===== config.mk =====
export PLATFORM = sky130hd
export DESIGN_NAME = reg_mem_fifo_ctrl
export DESIGN_NICKNAME = d
export VERILOG_FILES = /design/src/rtl/reg_mem_fifo_ctrl.sv
export SDC_FILE = /design/constraint.sdc
export NUM_CORES = 1
export LEC_CHECK = 0
export BUFFER_PORTS_ARGS = -buffer_cell sky130_fd_sc_hd__buf_2
export CAP_MARGIN = 20
export CORE_MARGIN = 5
export CORE_UTILIZATION = 50
export CTS_BUF_LIST = sky130_fd_sc_hd__clkbuf_2
export CTS_CLUSTER_SIZE = 20
export DETAILED_ROUTE_END_ITERATION = 6
export PLACE_DENSITY = 0.84
export SETUP_SLACK_MARGIN = 0.1
export SYNTH_ARGS = -nofsm -noshare
export SYNTH_HDL_FRONTEND = slang
export SYNTH_SLANG_ARGS = --single-unit
export TNS_END_PERCENT = 30

===== constraint.sdc =====
create_clock -name clk -period 5.2 [get_ports clk]
set_clock_uncertainty 0.05 [all_clocks]
set_input_delay 1.04 -clock clk [delete_from_list [all_inputs] [get_ports clk]]
set_output_delay 1.04 -clock clk [all_outputs]
set_load 0.02 [all_outputs]

===== src/rtl/reg_mem_fifo_ctrl.sv =====
// reg_mem_fifo_ctrl: FIFO controller wrapped around a single-ported reg_mem.
// The controller owns the memory address, write data and write enable. Words
// arrive on a valid/ready input stream, are written at a circular write
// pointer, read back at a circular read pointer and held in a registered
// output stage. Only one memory access (read or write) happens per cycle, and
// reads win over writes.
//
// Optional feature: define FIFO_STATS_EN to add an 8-bit saturating stall_cnt
// output that counts cycles with in_valid=1 while in_ready=0.

module reg_mem_fifo_ctrl #(
  parameter int DATA_WIDTH = 8,
  parameter int ADDR_BITS  = 5
) (
  input  logic                  clk,
  input  logic                  rst_n,
  input  logic [DATA_WIDTH-1:0] in_data,
  input  logic                  in_valid,
  output logic                  in_ready,
  output logic [DATA_WIDTH-1:0] out_data,
  output logic                  out_valid,
  input  logic                  out_ready,
  output logic [ADDR_BITS-1:0]  mem_addr,
  output logic [DATA_WIDTH-1:0] mem_data_in,
  output logic                  mem_wen,
  input  logic [DATA_WIDTH-1:0] mem_data_out,
  output logic [ADDR_BITS:0]    count,
  output logic                  full,
`ifdef FIFO_STATS_EN
  output logic                  empty,
  output logic [7:0]            stall_cnt
`else
  output logic                  empty
`endif
);

  localparam int                DEPTH     = 2 ** ADDR_BITS;
  localparam logic [ADDR_BITS:0] DEPTH_CNT = (ADDR_BITS + 1)'(DEPTH);

  logic [ADDR_BITS-1:0] wr_ptr;
  logic [ADDR_BITS-1:0] rd_ptr;
  logic [ADDR_BITS:0]   mem_count;
  logic                 out_free;
  logic                 mem_has_data;
  logic                 mem_full;
  logic                 rd_go;
  logic                 wr_go;

  // Access arbitration: refill the output register first, accept input only
  // on cycles the memory port is idle. in_ready is also held low during reset
  // so no write reaches the memory while the controller is being cleared.
  always_comb begin
    out_free     = !out_valid || out_ready;
    mem_has_data = (mem_count != '0);
    mem_full     = (mem_count == DEPTH_CNT);
    rd_go        = out_free && mem_has_data;
    in_ready     = rst_n && !mem_full && !rd_go;
    wr_go        = in_valid && in_ready;
    mem_addr     = rd_go ? rd_ptr : wr_ptr;
    mem_wen      = wr_go;
    mem_data_in  = in_data;
  end

  // Occupancy flags; the output register counts as one extra slot.
  always_comb begin
    count = mem_count + {{ADDR_BITS{1'b0}}, out_valid};
    full  = mem_full;
    empty = (count == '0);
  end

  // Pointer and occupancy bookkeeping; pointers wrap by natural overflow.
  always_ff @(posedge clk or negedge rst_n) begin
    if (!rst_n) begin
      wr_ptr    <= '0;
      rd_ptr    <= '0;
      mem_count <= '0;
    end else begin
      if (wr_go) begin
        wr_ptr <= wr_ptr + 1'b1;
      end
      if (rd_go) begin
        rd_ptr <= rd_ptr + 1'b1;
      end
      unique case ({wr_go, rd_go})
        2'b10:   mem_count <= mem_count + 1'b1;
        2'b01:   mem_count <= mem_count - 1'b1;
        default: mem_count <= mem_count;
      endcase
    end
  end

  // Output stage: load from memory on a read, otherwise drop valid once the
  // consumer has taken the word; data is left untouched when emptied.
  always_ff @(posedge clk or negedge rst_n) begin
    if (!rst_n) begin
      out_valid <= 1'b0;
      out_data  <= '0;
    end else if (rd_go) begin
      out_valid <= 1'b1;
      out_data  <= mem_data_out;
    end else if (out_ready) begin
      out_valid <= 1'b0;
    end
  end

`ifdef FIFO_STATS_EN
  // Saturating count of cycles where the producer was held off.
  always_ff @(posedge clk or negedge rst_n) begin
    if (!rst_n) begin
      stall_cnt <= '0;
    end else if (in_valid && !in_ready && (stall_cnt != 8'hFF)) begin
      stall_cnt <= stall_cnt + 8'd1;
    end
  end
`endif

endmodule


; Word level (Yosys, flattened, before mapping)
; Index checks and enable logic that the tools add are counted.
[classes]
muxes = 4
n_reduce_logical = 12
eq_ne = 3
addsub = 5
[op_table]
columns = op, count
row1 = $pmux 6 s2, 1
row2 = $add 5x1->5 const B, 2
row3 = $add 6x1->6, 1
row4 = $add 6x1->6 const B, 1
row5 = $eq 6x6->1 const B, 1
row6 = $logic_not 6->1, 1
row7 = $reduce_bool 6->1, 1
row8 = $sub 6x1->6 const B, 1
row9 = $mux 5, 1
row10 = $logic_and 1x1->1, 4
row11 = $reduce_bool 2->1, 2
row12 = $logic_not 1->1, 3
row13 = $eq 2x1->1 const B, 1
row14 = $eq 2x2->1 const B, 1
row15 = $mux 1, 2
row16 = $logic_or 1x1->1, 1
[word_totals]
output_inout_bits = 32
in_bits = 20
register_bits = 25
word_cells = 29

; Depth between registers and ports, before layout
; Gate-level depths: netlist (run 1).
[logic_depth]
depth_word = 8
mapped_depth = 12

; Least setup slack after synthesis (run 1)
; Ideal clock, no wire load.
[synth_path]
kind = input -> register
from = input out_ready
to = register mem_count[5]
arrival_ns = 3.215
stages = 10
setup_time_ns = 0.127
setup_slack_ns = 1.808
cell_sequence = nor2b_1 > o21ai_4 > a21oi_4 > inv_1 > ha_1 > ha_1 > or3b_2 > nor3_1 > a211oi_1 > xnor2_1
[synth_via]
elab_chain_cells = 7
elab_cells_between_ends = 9
classes_between = eq/ne (2) / mux (1) / reduce/logical (6)
[synth_rtl]
columns = element, line
row1 = start: declaration, 22  ; input logic out_ready,
row2 = $logic_or 1x1->1 *, 53  ; out_free = !out_valid || out_ready;
row3 = $logic_and 1x1->1 *, 56  ; rd_go = out_free && mem_has_data;
row4 = $logic_not 1->1 *, 57  ; in_ready = rst_n && !mem_full && !rd_go;
row5 = $logic_and 1x1->1 *, 57
row6 = $logic_and 1x1->1 *, 58  ; wr_go = in_valid && in_ready;
row7 = named net mem_wen, 25  ; output logic mem_wen,
row8 = $eq 2x1->1 or $eq 2x2->1 (tied branches), 84  ; unique case ({wr_go, rd_go})
row9 = $pmux 6 s2 or $reduce_bool 2->1 (tied branches), --
row10 = end signal: assignment, 85  ; 2'b10: mem_count <= mem_count + 1'b1;
row11 = end signal: assignment, 86  ; 2'b01: mem_count <= mem_count - 1'b1;
row12 = end signal: assignment, 87  ; default: mem_count <= mem_count;
row13 = end: declaration, 42  ; logic [ADDR_BITS:0] mem_count;
; Mark *: on every way through the listed nets, which the timed path passes. The rest lies on a longest branch.
; A chain may end at the register's enable or synchronous reset.

; Final worst setup path (run 1)
[layout_path]
from = register mem_count[4]
to = output mem_addr[4]
[layout_via]
elab_chain_cells = 3
[layout_rtl]
columns = element, line
row1 = $reduce_bool 6->1, 54  ; mem_has_data = (mem_count != '0);
row2 = $logic_and 1x1->1, 56
row3 = $mux 5, 59  ; mem_addr = rd_go ? rd_ptr : wr_ptr;
row4 = end: declaration, 23  ; output logic [ADDR_BITS-1:0] mem_addr,
; Every way passes these cells.

==> results of run 1 <==
-- Yosys cell counts, types with 2 or more instances --
| cell type | number | share of area (%) |
|---|---|---|
| inv_1 | 9 | 2.1 |
| buf_4 | 9 | 4.3 |
| nand2b_1 | 2 | 0.79 |
| xor2_1 | 9 | 5.0 |
| nand4_1 | 3 | 1.2 |
| ha_1 | 9 | 7.1 |
| mux2_1 | 8 | 5.7 |
| dfrtp_1 | 25 | 39 |
| a211oi_1 | 5 | 2.4 |
| mux2_2 | 6 | 4.3 |
| xnor2_1 | 9 | 5.0 |
| a21boi_0 | 2 | 0.95 |
| buf_2 | 3 | 0.95 |
| nand2_1 | 5 | 1.2 |
| nand3_1 | 4 | 1.3 |
| a31oi_1 | 2 | 0.79 |
| o21ai_0 | 4 | 1.3 |
| nor2b_1 | 2 | 0.79 |
| nor3_1 | 4 | 1.3 |
| a21oi_1 | 2 | 0.63 |
-- cell type report --
class / count / share of cell area (%)
Tap cell: 44 / 3.16
Inverter: 9 / 1.94
Timing Repair Buffer: 35 / 10.1
Clock buffer: 4 / 1.15
Sequential cell: 25 / 35.9
Multi-Input combinational cell: 94 / 47.8
-- power by group through the flow --
stage / registers, mW / clock network (mW) / logic (mW)
after floorplan: 0.351 / 0 / 0.491
after global placement: 0.389 / 0 / 0.554
after detailed placement: 0.399 / 0 / 0.592
after CTS: 0.394 / 0.0760 / 0.594
after global routing: 0.410 / 0.0848 / 0.650
final: 0.397 / 0.0754 / 0.589
-- logic make-up (layout without fill, tap and decap cells) --
| family | Yosys count | in the layout | share of synthesized area, % |
|---|---|---|---|
| adder cells (fa/ha/maj) | 10 | 10 | 8.37 |
| multiplexers | 16 | 16 | 11.5 |
| XOR/XNOR | 18 | 18 | 9.95 |
| AO/OA/AOI/OAI | 22 | 22 | 11.5 |
| buffers and inverters | 23 | 48 | 7.90 |
| AND/OR/NAND/NOR | 28 | 28 | 11.2 |
| flip-flops | 25 | 25 | 39.5 |
-- final timing paths --
check                               end  cells after the start  slack, ns
hold / removal                wr_ptr[4]                      1       0.44
hold reg to reg               wr_ptr[4]                      1       0.44
max in group asynchronous   out_data[0]                      1       4.12
min in group asynchronous     rd_ptr[3]                      1       0.58
setup reg to reg           mem_count[5]                      8       1.98
setup / recovery            mem_addr[4]                      4       1.76
-- layout by cell type, fill, tap and decap left out, drive strengths merged, types with 2 or more instances in the layout --
| cell | instances |
|---|---|
| a31oi | 3 |
| a211oi | 5 |
| a21boi | 2 |
| a21oi | 3 |
| xnor2 | 9 |
| buf | 35 |
| nor2b | 2 |
| o21ai | 5 |
| inv | 9 |
| dfrtp | 25 |
| nand2 | 5 |
| clkbuf | 4 |
| nor4 | 2 |
| nor3 | 4 |
| nand3 | 5 |
| ha | 9 |
| nand4 | 3 |
| mux2 | 15 |
| xor2 | 9 |
| nand2b | 2 |
-- registers in the layout (all words and copies together), names as in the netlist --
name,cells
out_data,8
mem_count,6
rd_ptr,5
wr_ptr,5
out_valid,1
-- worst register-to-register path, delay by kind of cell (launching register included) --
kind / cells / cell delay [ns]
AOI/OAI and AO/OA: 3 / 1.17
DFF: 1 / 0.71
xor gates and xnor gates: 1 / 0.15
buffers and inverters: 1 / 0.21
adders and majority gates: 2 / 0.78
and+or+nand+nor: 1 / 0.11
-- routing by layer --
layer,part of all wire (%),vias up,wire [um],GRT usage [%]
li1,-,545,-,-
met1,42,561,1300,17.8
met2,51,42,1560,28.0
met3,6.8,2,210,2.72
met4,0.32,0,10,1.78
met5,0,-,0,0
-- metrics by stage --
stage | util, % | hold WS (ns)
2_1_floorplan | - | 0.385
3_3_place_gp | 56.4 | 0.403
3_5_place_dp | 56.4 | 0.407
4_1_cts | 57.1 | 0.433
5_1_grt | 57.1 | 0.470
6_report | 57.1 | 0.437
==> impl_metrics.tcl, run 1 <==
set metrics [dict create \
    outcome "finished, final reports clean" \
    die_h_um 66.3 \
    cp_max_fo 19 \
    leakage_nw 0.789 \
    clock_latency_ns 0.35 \
    swShare_pct 48.1 \
    irDropWorstVdd_mv 0.213 \
    period_needed_ns 3.44 \
    gp_congestion 0.697 \
    rsz0062_at_grt "no" \
    grt_overflow_total 0 \
    fin_area_um2 1740 \
    setup.worst_path.start_class "flip-flop" \
    comb_power_share_pct 55.5 \
    dpl.cell_count 207 \
    postSynthCellCount 142 \
    drv_cap 0 \
    cpPeakStageDelay_ns 0.71 \
    slowest_stage "dfrtp_1" \
    pre_cts_ws_ns 1.42 \
    wl_um 3080 \
    synth_edf_count 0 \
    postPlaceCellArea_um2 1720 \
    grt_pass1_vias 1177 \
    initial_core_util_pct 51.9 \
    power_mw 1.06 \
    synth-async-reset-ratio_pct 100 \
    clockBufferDepth 2 \
    vias 1150 \
    hold_buffers 0 \
    setup_ws_ns 1.76 \
    num_io_pins 52 \
    wl_per_cell_um 14.6 \
    die_x_um 66.3 \
    clkSinkCount 25 \
    core_area_um2 3050 \
    num_antenna_cells 0 \
    die-area_um2 4390 \
    drt_iter0_markers 44 \
    io_buffer_count 35 \
    ant_nets 0 \
    fin_crit_sh_pct 66.2 \
    layout-drive-gt1-share_pct 32.3 \
    syn_to_final_growth_pct 10.0 \
    grt_antenna_before_repair 0 \
    htree_levels 1 \
    synth_top_flop_cell "dfrtp_1" \
    clkPwrFrac_pct 7.1 \
    grt_usage_pct 14.9 \
    crit_type "flip-flop to primary output" \
    clock-root-buffer "clkbuf_2" \
    ys_warn_count 0 \
    yosysSeqAreaShare_pct 39.5 \
    cp.arrival_ns 2.35 \
    post_cts_buffers 0 \
    max_freq_mhz 290 \
    drc 0 \
    place_hpwl_um 2440 \
    drt_pass1_iterations 4 \
    cellPowerDensity_nw_per_um2 609 \
    multi_input_area_um2 833 \
    syn_nets 172 \
    ys_types 40 \
    path_delay_family "flip-flops" \
    hold_class "flip-flop to flip-flop" \
    power.share.sequential_pct 37.4 \
    tns_ns 0 \
    cts-buffers-inserted 3 \
    path_buf_inv 2 \
    instances_no_fill 211 \
    r2r_start "mem_count[4]" \
    synth-seq-cells 25 \
    slew_violations 0 \
    clkTransAtPathRegs_ns 0.24 \
    p_int_mw 0.551 \
    synth_area_per_cell_um2 11.2 \
    hold_start "wr_ptr[4]" \
    cts_tree "yes" \
    crit_start "mem_count[4]" \
    num-fill-cells 270 \
    mappedNetlistArea_um2 1580 \
    hold_violations 0 \
    worst_slew_pin_slew_ns 0.619 \
    critical_path.endpoint_type "primary output" \
    max_slew_margin_pct 58.7 \
    finalSetupViolCount 0 \
    nNetsFinal 198 \
    grt_pass1_wl_um 5230 \
    switching_power_mw 0.510 \
    crit_chain "inv_1 -> a31oi_4 -> mux2_1 -> buf_2" \
    seqCellArea_um2 626 \
    cp.required_ns 4.11 \
    routed_via_density 5.45 \
    cts.repair.resized 0 \
    grt_max_degree 28 \
    rows 20 \
]
(Power assumes the default switching activity.)
==> run 2, diff against run 1 <==
Clock period 5.2 ns to 3.38 ns, I/O delays scaled along.
==> run 2 against run 1 <==
Net effect: clock-buffer cell count fell by 1; worst hold slack got worse by 0.24 ns; critical path depth rose by 6.
==> impl_metrics.tcl, run 2 (synthesis results as in run 1) <==
set metrics [dict create \
    wl_per_cell_um 14.7 \
    slew_violations 0 \
    cp.required_ns 3.67 \
    max_freq_mhz 324 \
    grt_pass1_wl_um 5130 \
    rsz0062_at_grt "no" \
    swShare_pct 48.0 \
    comb_power_share_pct 55.4 \
    grt_pass1_vias 1114 \
    cp_max_fo 9 \
    grt_usage_pct 14.8 \
    worst_slew_pin_slew_ns 0.474 \
    layout_commonest_cell "buf_2" \
    r2r_slack_ns 0.29 \
    power_mw 1.64 \
    die_x_um 66.3 \
    grt_antenna_before_repair 0 \
    drt_iter0_markers 39 \
    hold_class "input pin to async pin" \
    wl_um 3150 \
    r2r_cells 10 \
    outcome "finished, final reports clean" \
    clkSinkCount 25 \
    period_needed_ns 3.09 \
    initial_core_util_pct 51.9 \
    nNetsFinal 201 \
    reg_top3 "out_data (8), mem_count (6)" \
    rows 20 \
    finalSetupViolCount 0 \
    core_area_um2 3050 \
    cp_common_cell "a211oi_1" \
    r2r_end "mem_count[5]" \
    slowest_stage "or4_4" \
    crit_chain "or4_4 -> o21ai_4 -> a21oi_4 -> inv_1 -> ha_2 -> ha_1 -> a211oi_1 -> nor3_1 -> a211oi_1 -> xnor2_1" \
    vias 1136 \
    clkTransAtPathRegs_ns 0.26 \
    leakage_nw 0.796 \
    layout_common_cells "buf_2 (35), dfrtp_1 (22), inv_1 (9), xnor2_1 (9), xor2_1 (9)" \
    path_delay_family "compound AO/OA/AOI/OAI gates" \
    layout-drive-gt1-share_pct 35.9 \
    power.share.sequential_pct 37.1 \
    place_hpwl_um 2470 \
    irDropWorstVdd_mv 0.424 \
    grt_overflow_total 0 \
    cp.arrival_ns 3.38 \
    regMostFlops "out_data" \
    crit_type "flip-flop to flip-flop" \
    gp_congestion 0.778 \
    cpPeakStageDelay_ns 0.59 \
    syn_to_final_growth_pct 12.0 \
    cellPowerDensity_nw_per_um2 927 \
    crit_start "mem_count[0]" \
    routed_via_density 5.31 \
    die_h_um 66.3 \
    path_buf_inv 1 \
    crit_cells 10 \
    cts_tree "yes" \
    final_core_util_pct 58.1 \
    drv_cap 0 \
    clock-root-buffer "clkbuf_2" \
    clkPwrFrac_pct 7.5 \
    hold_buffers 0 \
    setup.worst_path.start_class "flip-flop" \
    tns_ns 0 \
    max_slew_margin_pct 68.4 \
    cts-buffers-inserted 3 \
    p_int_mw 0.855 \
    num_antenna_cells 0 \
    fin_crit_sh_pct 91.4 \
    drc 0 \
    clockBufferDepth 2 \
    hold_violations 0 \
    critical_path.endpoint_type "flip-flop" \
    drt_pass1_iterations 4 \
    ant_nets 0 \
    r2r_start "mem_count[0]" \
    switching_power_mw 0.789 \
    num_io_pins 52 \
    num-fill-cells 275 \
    clock_latency_ns 0.38 \
    io_buffer_count 35 \
    grt_max_degree 27 \
    die-area_um2 4390 \
    largest_register_ffs 8 \
    htree_levels 1 \
]
run 2: cell types whose count changed in the layout (fill, tap and decap cells not counted), sizes merged:
cell,previous run,this run
clkbuf,4,3
buf,35,38
clkinvlp,0,1
run 2: routing by layer:
layer,global-route usage (%),vias to the layer above,wire (um)
met3,2.38,3,181
met2,27.1,34,1620
met4,5.08,0,31
li1,-,543,-
met5,0,-,0
met1,17.3,556,1310
run 2: worst max path at each step:
stage                        end  slack (ns)
CTS                 mem_count[5]        0.18
global route        mem_count[4]        0.19
global placement    mem_count[5]        0.26
finish              mem_count[5]        0.29
detailed placement  mem_count[5]        0.12
floorplan           mem_count[5]        0.35
run 2: cell type report:
class / count / area, um2 / area share, %
Tap cell: 44 / 55.1 / 3.10
Clock buffer: 3 / 15.0 / 0.846
Timing Repair Buffer: 38 / 198 / 11.1
Sequential cell: 25 / 629 / 35.5
Inverter: 9 / 33.8 / 1.90
Multi-Input combinational cell: 94 / 836 / 47.1
Clock inverter: 1 / 7.51 / 0.423
run 2: what timing repair did:
item                                    4_1_cts  5_1_grt
resized for setup                             0        4
setup buffers                                 0        1
endpoints found under the setup margin        0        2
run 2: stage by stage:
step,setup slack [ns],instance area [um2],hold WS (ns),instances
floorplan,0.352,1580,0.330,142
global placement,0.255,1740,0.412,209
detailed placement,0.115,1740,0.426,209
CTS,0.180,1760,0.214,213
global route,0.193,1770,0.211,214
finish,0.291,1770,0.194,214
run 2: power groups by stage:
stage / sequential [mW] / clock, mW / combinational [mW]
6_report: 0.609 / 0.123 / 0.912
3_5_place_dp: 0.613 / 0 / 0.907
3_3_place_gp: 0.597 / 0 / 0.862
4_1_cts: 0.605 / 0.124 / 0.913
5_1_grt: 0.632 / 0.137 / 1.00
2_1_floorplan: 0.539 / 0 / 0.756
